`config.mk`:
```
export PLATFORM = sky130hd
export DESIGN_NAME = writeback_buffer
export DESIGN_NICKNAME = d
export VERILOG_FILES = /design/src/rtl/writeback_buffer.sv
export SDC_FILE = /design/constraint.sdc
export NUM_CORES = 1
export LEC_CHECK = 0
export ABC_AREA = 1
export CELL_PAD_IN_SITES_DETAIL_PLACEMENT = 1
export CELL_PAD_IN_SITES_GLOBAL_PLACEMENT = 1
export CORE_ASPECT_RATIO = 1.2
export CORE_MARGIN = 2
export CORE_UTILIZATION = 36
export CTS_CLUSTER_SIZE = 20
export DETAILED_ROUTE_END_ITERATION = 12
export PLACE_DENSITY_LB_ADDON = 0.1
export SKIP_CTS_REPAIR_TIMING = 1
export SLEW_MARGIN = 15
export SYNTH_ARGS = -nofsm -noshare
export SYNTH_HDL_FRONTEND = slang
export SYNTH_SLANG_ARGS = --single-unit
```
`constraint.sdc`:
```
create_clock -name clk -period 2.85 [get_ports clk]
set_input_delay 0.57 -clock clk [delete_from_list [all_inputs] [get_ports clk]]
set_output_delay 0.57 -clock clk [all_outputs]
set_load 0.005 [all_outputs]
```
`src/rtl/writeback_buffer.sv`:
```
// rtl/writeback_buffer.sv - circular writeback buffer between result producers and the register file write port
// Optional macro WB_FORWARD_EN compiles in the combinational forwarding lookup.

module writeback_buffer #(
   parameter int DEPTH = 4
) (
   input  logic        clk,
   input  logic        rst,
   input  logic        in_valid,
   output logic        in_ready,
   input  logic [3:0]  in_reg,
   input  logic [31:0] in_data,
   input  logic        flush,
   input  logic        wr_stall,
   output logic        reg_write,
   output logic [3:0]  wr_reg,
   output logic [31:0] wr_data,
   input  logic [3:0]  fwd_reg1,
   input  logic [3:0]  fwd_reg2,
   output logic        fwd_hit1,
   output logic        fwd_hit2,
   output logic [31:0] fwd_data1,
   output logic [31:0] fwd_data2,
   output logic [4:0]  count,
   output logic        full,
   output logic        empty
);

   localparam int PTR_W = (DEPTH > 1) ? $clog2(DEPTH) : 1;

   logic [3:0]       reg_mem  [DEPTH];
   logic [31:0]      data_mem [DEPTH];
   logic [PTR_W-1:0] head;
   logic [PTR_W-1:0] tail;
   logic [4:0]       count_q;
   logic             push;
   logic             pop;

   // Status flags; reset forces the idle view even before the first reset edge.
   assign count    = count_q;
   assign full     = !rst && (count_q == 5'(DEPTH));
   assign empty    = rst || (count_q == 5'd0);
   assign in_ready = !full;

   // A full buffer refuses pushes even when a pop frees a slot this same cycle.
   assign push = in_valid && in_ready && !flush && !rst;

   // The head entry drives the register file whenever it is not stalled.
   assign reg_write = !empty && !wr_stall;
   assign wr_reg    = reg_write ? reg_mem[head]  : 4'd0;
   assign wr_data   = reg_write ? data_mem[head] : 32'd0;

   // Flush blocks the pop, but reg_write still shows the pre-flush head.
   assign pop = reg_write && !flush;

   // Pointer and occupancy state; reset overrides flush, which overrides push/pop.
   always_ff @(posedge clk) begin
      if (rst) begin
         head    <= '0;
         tail    <= '0;
         count_q <= 5'd0;
      end else if (flush) begin
         head    <= '0;
         tail    <= '0;
         count_q <= 5'd0;
      end else begin
         if (push) begin
            tail <= tail + PTR_W'(1);
         end
         if (pop) begin
            head <= head + PTR_W'(1);
         end
         unique case ({push, pop})
            2'b10:   count_q <= count_q + 5'd1;
            2'b01:   count_q <= count_q - 5'd1;
            default: count_q <= count_q;
         endcase
      end
   end

   // Entry storage needs no reset: only slots inside head..tail are ever read.
   always_ff @(posedge clk) begin
      if (push) begin
         reg_mem[tail]  <= in_reg;
         data_mem[tail] <= in_data;
      end
   end

`ifdef WB_FORWARD_EN
   logic [PTR_W-1:0] fwd_idx;

   // Walk from oldest to newest so the entry closest to tail wins a match.
   always_comb begin
      fwd_hit1  = 1'b0;
      fwd_hit2  = 1'b0;
      fwd_data1 = 32'd0;
      fwd_data2 = 32'd0;
      fwd_idx   = '0;
      for (int k = 0; k < DEPTH; k++) begin
         fwd_idx = head + PTR_W'(k);
         if (!rst && (5'(k) < count_q)) begin
            if (reg_mem[fwd_idx] == fwd_reg1) begin
               fwd_hit1  = 1'b1;
               fwd_data1 = data_mem[fwd_idx];
            end
            if (reg_mem[fwd_idx] == fwd_reg2) begin
               fwd_hit2  = 1'b1;
               fwd_data2 = data_mem[fwd_idx];
            end
         end
      end
   end
`else
   logic unused_fwd;

   assign unused_fwd = ^{fwd_reg1, fwd_reg2};
   assign fwd_hit1   = 1'b0;
   assign fwd_hit2   = 1'b0;
   assign fwd_data1  = 32'd0;
   assign fwd_data2  = 32'd0;
`endif

endmodule

```
==> impl_metrics.tcl <==
set metrics [dict create \
    die_w_um 130 \
    clock_path_buffers 2 \
    dr.pass1.iters 4 \
    setup.worst_path.class "primary input to output port" \
    initial_utilization_pct 36.7 \
    routedWlPerCell_um 16.7 \
    fin_cells 950 \
    rsz0062_at_grt "false" \
    p_switching_uw 990 \
    first_global_vias 4631 \
    cp-end-kind "output port" \
    num-nets-final 740 \
    track_usage_pct 16.2 \
    root_buffer "clkbuf_16" \
    areaGrowthSynthToFinish_pct 23.1 \
    synth_area_leaders "edfxtp_1 63%, nor2_1 8.3%, buf_4 7.7%" \
    max_cap_violations 0 \
    totalWireLength_um 15900 \
    critPathMostFrequentCell "clkdlybuf4s50_1" \
    setup_viol 0 \
    vias 4384 \
    setup_slack_ns 0.0558 \
    gp_congestion 0.692 \
    drt_iter0_drc 219 \
    syn_area_mm2 0.00689 \
    path_max_fanout 38 \
    p_per_area_mw_per_mm2 585 \
    arrival_ns 2.22 \
    clkTransAtPathRegs_ns 0.06 \
    cts.htree.levels 4 \
    fin_crit_ns 2.79 \
    post-place-ws_ns -0.0348 \
    io_buffers 85 \
    clkSinkCount 155 \
    synth_most_common_cell "nor2_1" \
    r2r-start "count[0]$_SDFFE_PP0P_" \
    required_ns 2.28 \
    dominantRegCellSynth "edfxtp_1" \
    whs_path_depth 2 \
    fin_crit_sh_pct 98.0 \
    multi_input_area_mm2 0.00186 \
    pwr-share-comb_pct 4.3 \
    gr-total-overflow 0 \
    synth_top_cell_area_share_pct 62.8 \
    antenna_found_initial 0 \
    final-hold-violation-count 0 \
    ioPinCount 160 \
    dpl.hpwl_um 9580 \
    ys_seq_elements 155 \
    critPathMaxStageDelay_ns 0.55 \
    drive_above_1_share_pct 13.0 \
    yosysSeqAreaShare_pct 66.0 \
    rows 55 \
    path_cells "clkdlybuf4s50_1, inv_1, nand3_2, buf_12, a21oi_1, clkdlybuf4s50_1" \
    setup_tns_ns 0 \
    clock.fmax_ghz 0.358 \
    drc 0 \
    yosysTopAreaCell "edfxtp_1" \
    cp_slowest_cell "clkdlybuf4s50_1" \
    sw_frac_of_total_pct 19.9 \
    power_mw 4.96 \
    synth_cell_types 24 \
    die_y_um 156 \
    irDropWorstVdd_v 0.000394 \
    r2r-end "count[3]$_SDFFE_PP0P_" \
    intPower_mw 3.97 \
    n_fill_cell 2029 \
    worst-path-buf-inv 4 \
    cts_tree "done" \
    synthArstFlopShare_pct 0 \
    numCtsBuffers 17 \
    hp-class "flop to flop" \
    crit_family "buffers and inverters" \
    critPathLaunchType "primary input" \
    skew_ns 0.00780 \
    slew_viol_final 0 \
    yosysWarnings 0 \
    numPlacedInstances 919 \
    worstHoldStart "head[1]$_SDFFE_PP0P_" \
    routed_via_density 4.61 \
    syn_avg_cell_area_um2 11.8 \
    seq_power_share_pct 50.7 \
    netlist_instances 585 \
    reg2reg_depth 13 \
    ant_nets 0 \
    grt_max_degree 39 \
    die-area_mm2 0.0203 \
    grt_pass1_wl_um 24500 \
    seqCellArea_mm2 0.00455 \
    core_mm2 0.0188 \
    relSlewSlack_pct 65.4 \
    antenna_cells 0 \
    synthTopCellsByCount "153 x nor2_1, 144 x edfxtp_1, 71 x buf_4, 56 x o21ai_0, 29 x a21oi_2" \
    worst_pin_slew_ns 0.519 \
    clkPwrFrac_pct 44.9 \
    clock_latency_ns 0.41 \
    status "complete, no violations" \
    synth_edf_count 144 \
    leakage_nw 3.02 \
    worst-r2r-setup-slack_ns 0.51 \
]
-- worst reg2reg max path, cell delays in order (launching register included) --
cell and delay (ns):
dfxtp_2 0.36, nor2_2 0.15, nand3_2 0.12, nand3_2 0.10, buf_12 0.29, nor2_2 0.07
ha_1 0.28, ha_1 0.36, a21oi_1 0.19, a21oi_1 0.10, nor2_1 0.09, nand2_1 0.05
nand2_1 0.05, inv_1 0.03
-- stage by stage --
step           utilization (%)  hold WS [ns]  area, um2
4_1_cts                   45.1         0.504       8480
3_5_place_dp              42.0         0.495       7900
6_report                  45.2         0.497       8480
3_3_place_gp              42.0         0.481       7900
5_1_grt                   45.2         0.531       8480
2_1_floorplan                -         0.471       7130
-- worst max-delay path by stage --
| stage | depth (start not counted) | endpoint | slack [ns] | startpoint |
|---|---|---|---|---|
| after global placement | 13 | count[3]$_SDFFE_PP0P_ | 0.05 | rst |
| after global routing | 6 | wr_data[31] | 0.004 | rst |
| after detailed placement | 13 | count[3]$_SDFFE_PP0P_ | -0.03 | rst |
| after CTS | 6 | wr_data[12] | 0.02 | flop |
| after floorplan | 3 | data_mem[0][0]$_DFFE_PP_ | -0.09 | rst |
| final | 6 | wr_reg[1] | 0.06 | rst |
-- area by class of cell --
type	count	area share (%)
clock buffer	19	5.10
clock inverter	12	1.74
inverter	21	0.973
multi-input combinational	382	21.9
sequential	155	53.6
tap	256	3.78
timing repair buffer	105	12.9
-- power groups by stage --
stage	sequential (mW)	combinational (mW)	clock [mW]
2_1_floorplan	2.57	0.151	0
3_3_place_gp	2.56	0.206	0
3_5_place_dp	2.57	0.213	0
4_1_cts	2.52	0.214	2.27
5_1_grt	2.52	0.240	2.37
6_report	2.52	0.214	2.23
-- placed cells by master (no fill, tap or decap), types with 2 or more instances in the layout --
cell,instances
a21oi_1,20
a21oi_2,29
buf_12,7
buf_4,12
bufinv_16,3
clkbuf_1,2
clkbuf_16,17
clkdlybuf4s50_1,85
clkinv_1,2
clkinv_2,4
clkinv_4,3
conb_1,66
dfxtp_1,7
dfxtp_2,4
edfxtp_1,144
ha_1,8
inv_1,19
nand2_1,15
nand3_1,6
nand3_2,2
nor2_1,149
nor2_2,2
nor2_4,4
o21ai_0,55
o21ai_1,21
xor2_1,3
-- sequential cells by signal, summed over array words and instances (netlist names), named ones only --
name      count
tail          2
reg_mem      16
count         5
head          2
data_mem    128
-- metal layers --
metal	GRT usage (%)	vias up	wire length [um]
met4	5.79	0	184
met2	28.7	121	8370
met1	19.4	2168	6670
met3	3.16	14	660
met5	0	-	0
li1	-	2081	-
-- kinds of logic (layout without fill, tap and decap cells) --
logic type	count (synthesis)	count (layout)	share of synthesized area [%]
compound gates	125	125	10.7
xor+xnor	3	3	0.381
fa+ha+maj	9	9	1.74
buf+inv	113	157	11.1
flops	155	155	66.0
other cells	1	66	0.0544
simple gates	179	179	10.2
No activity file was read; power rests on OpenSTA's default activity.
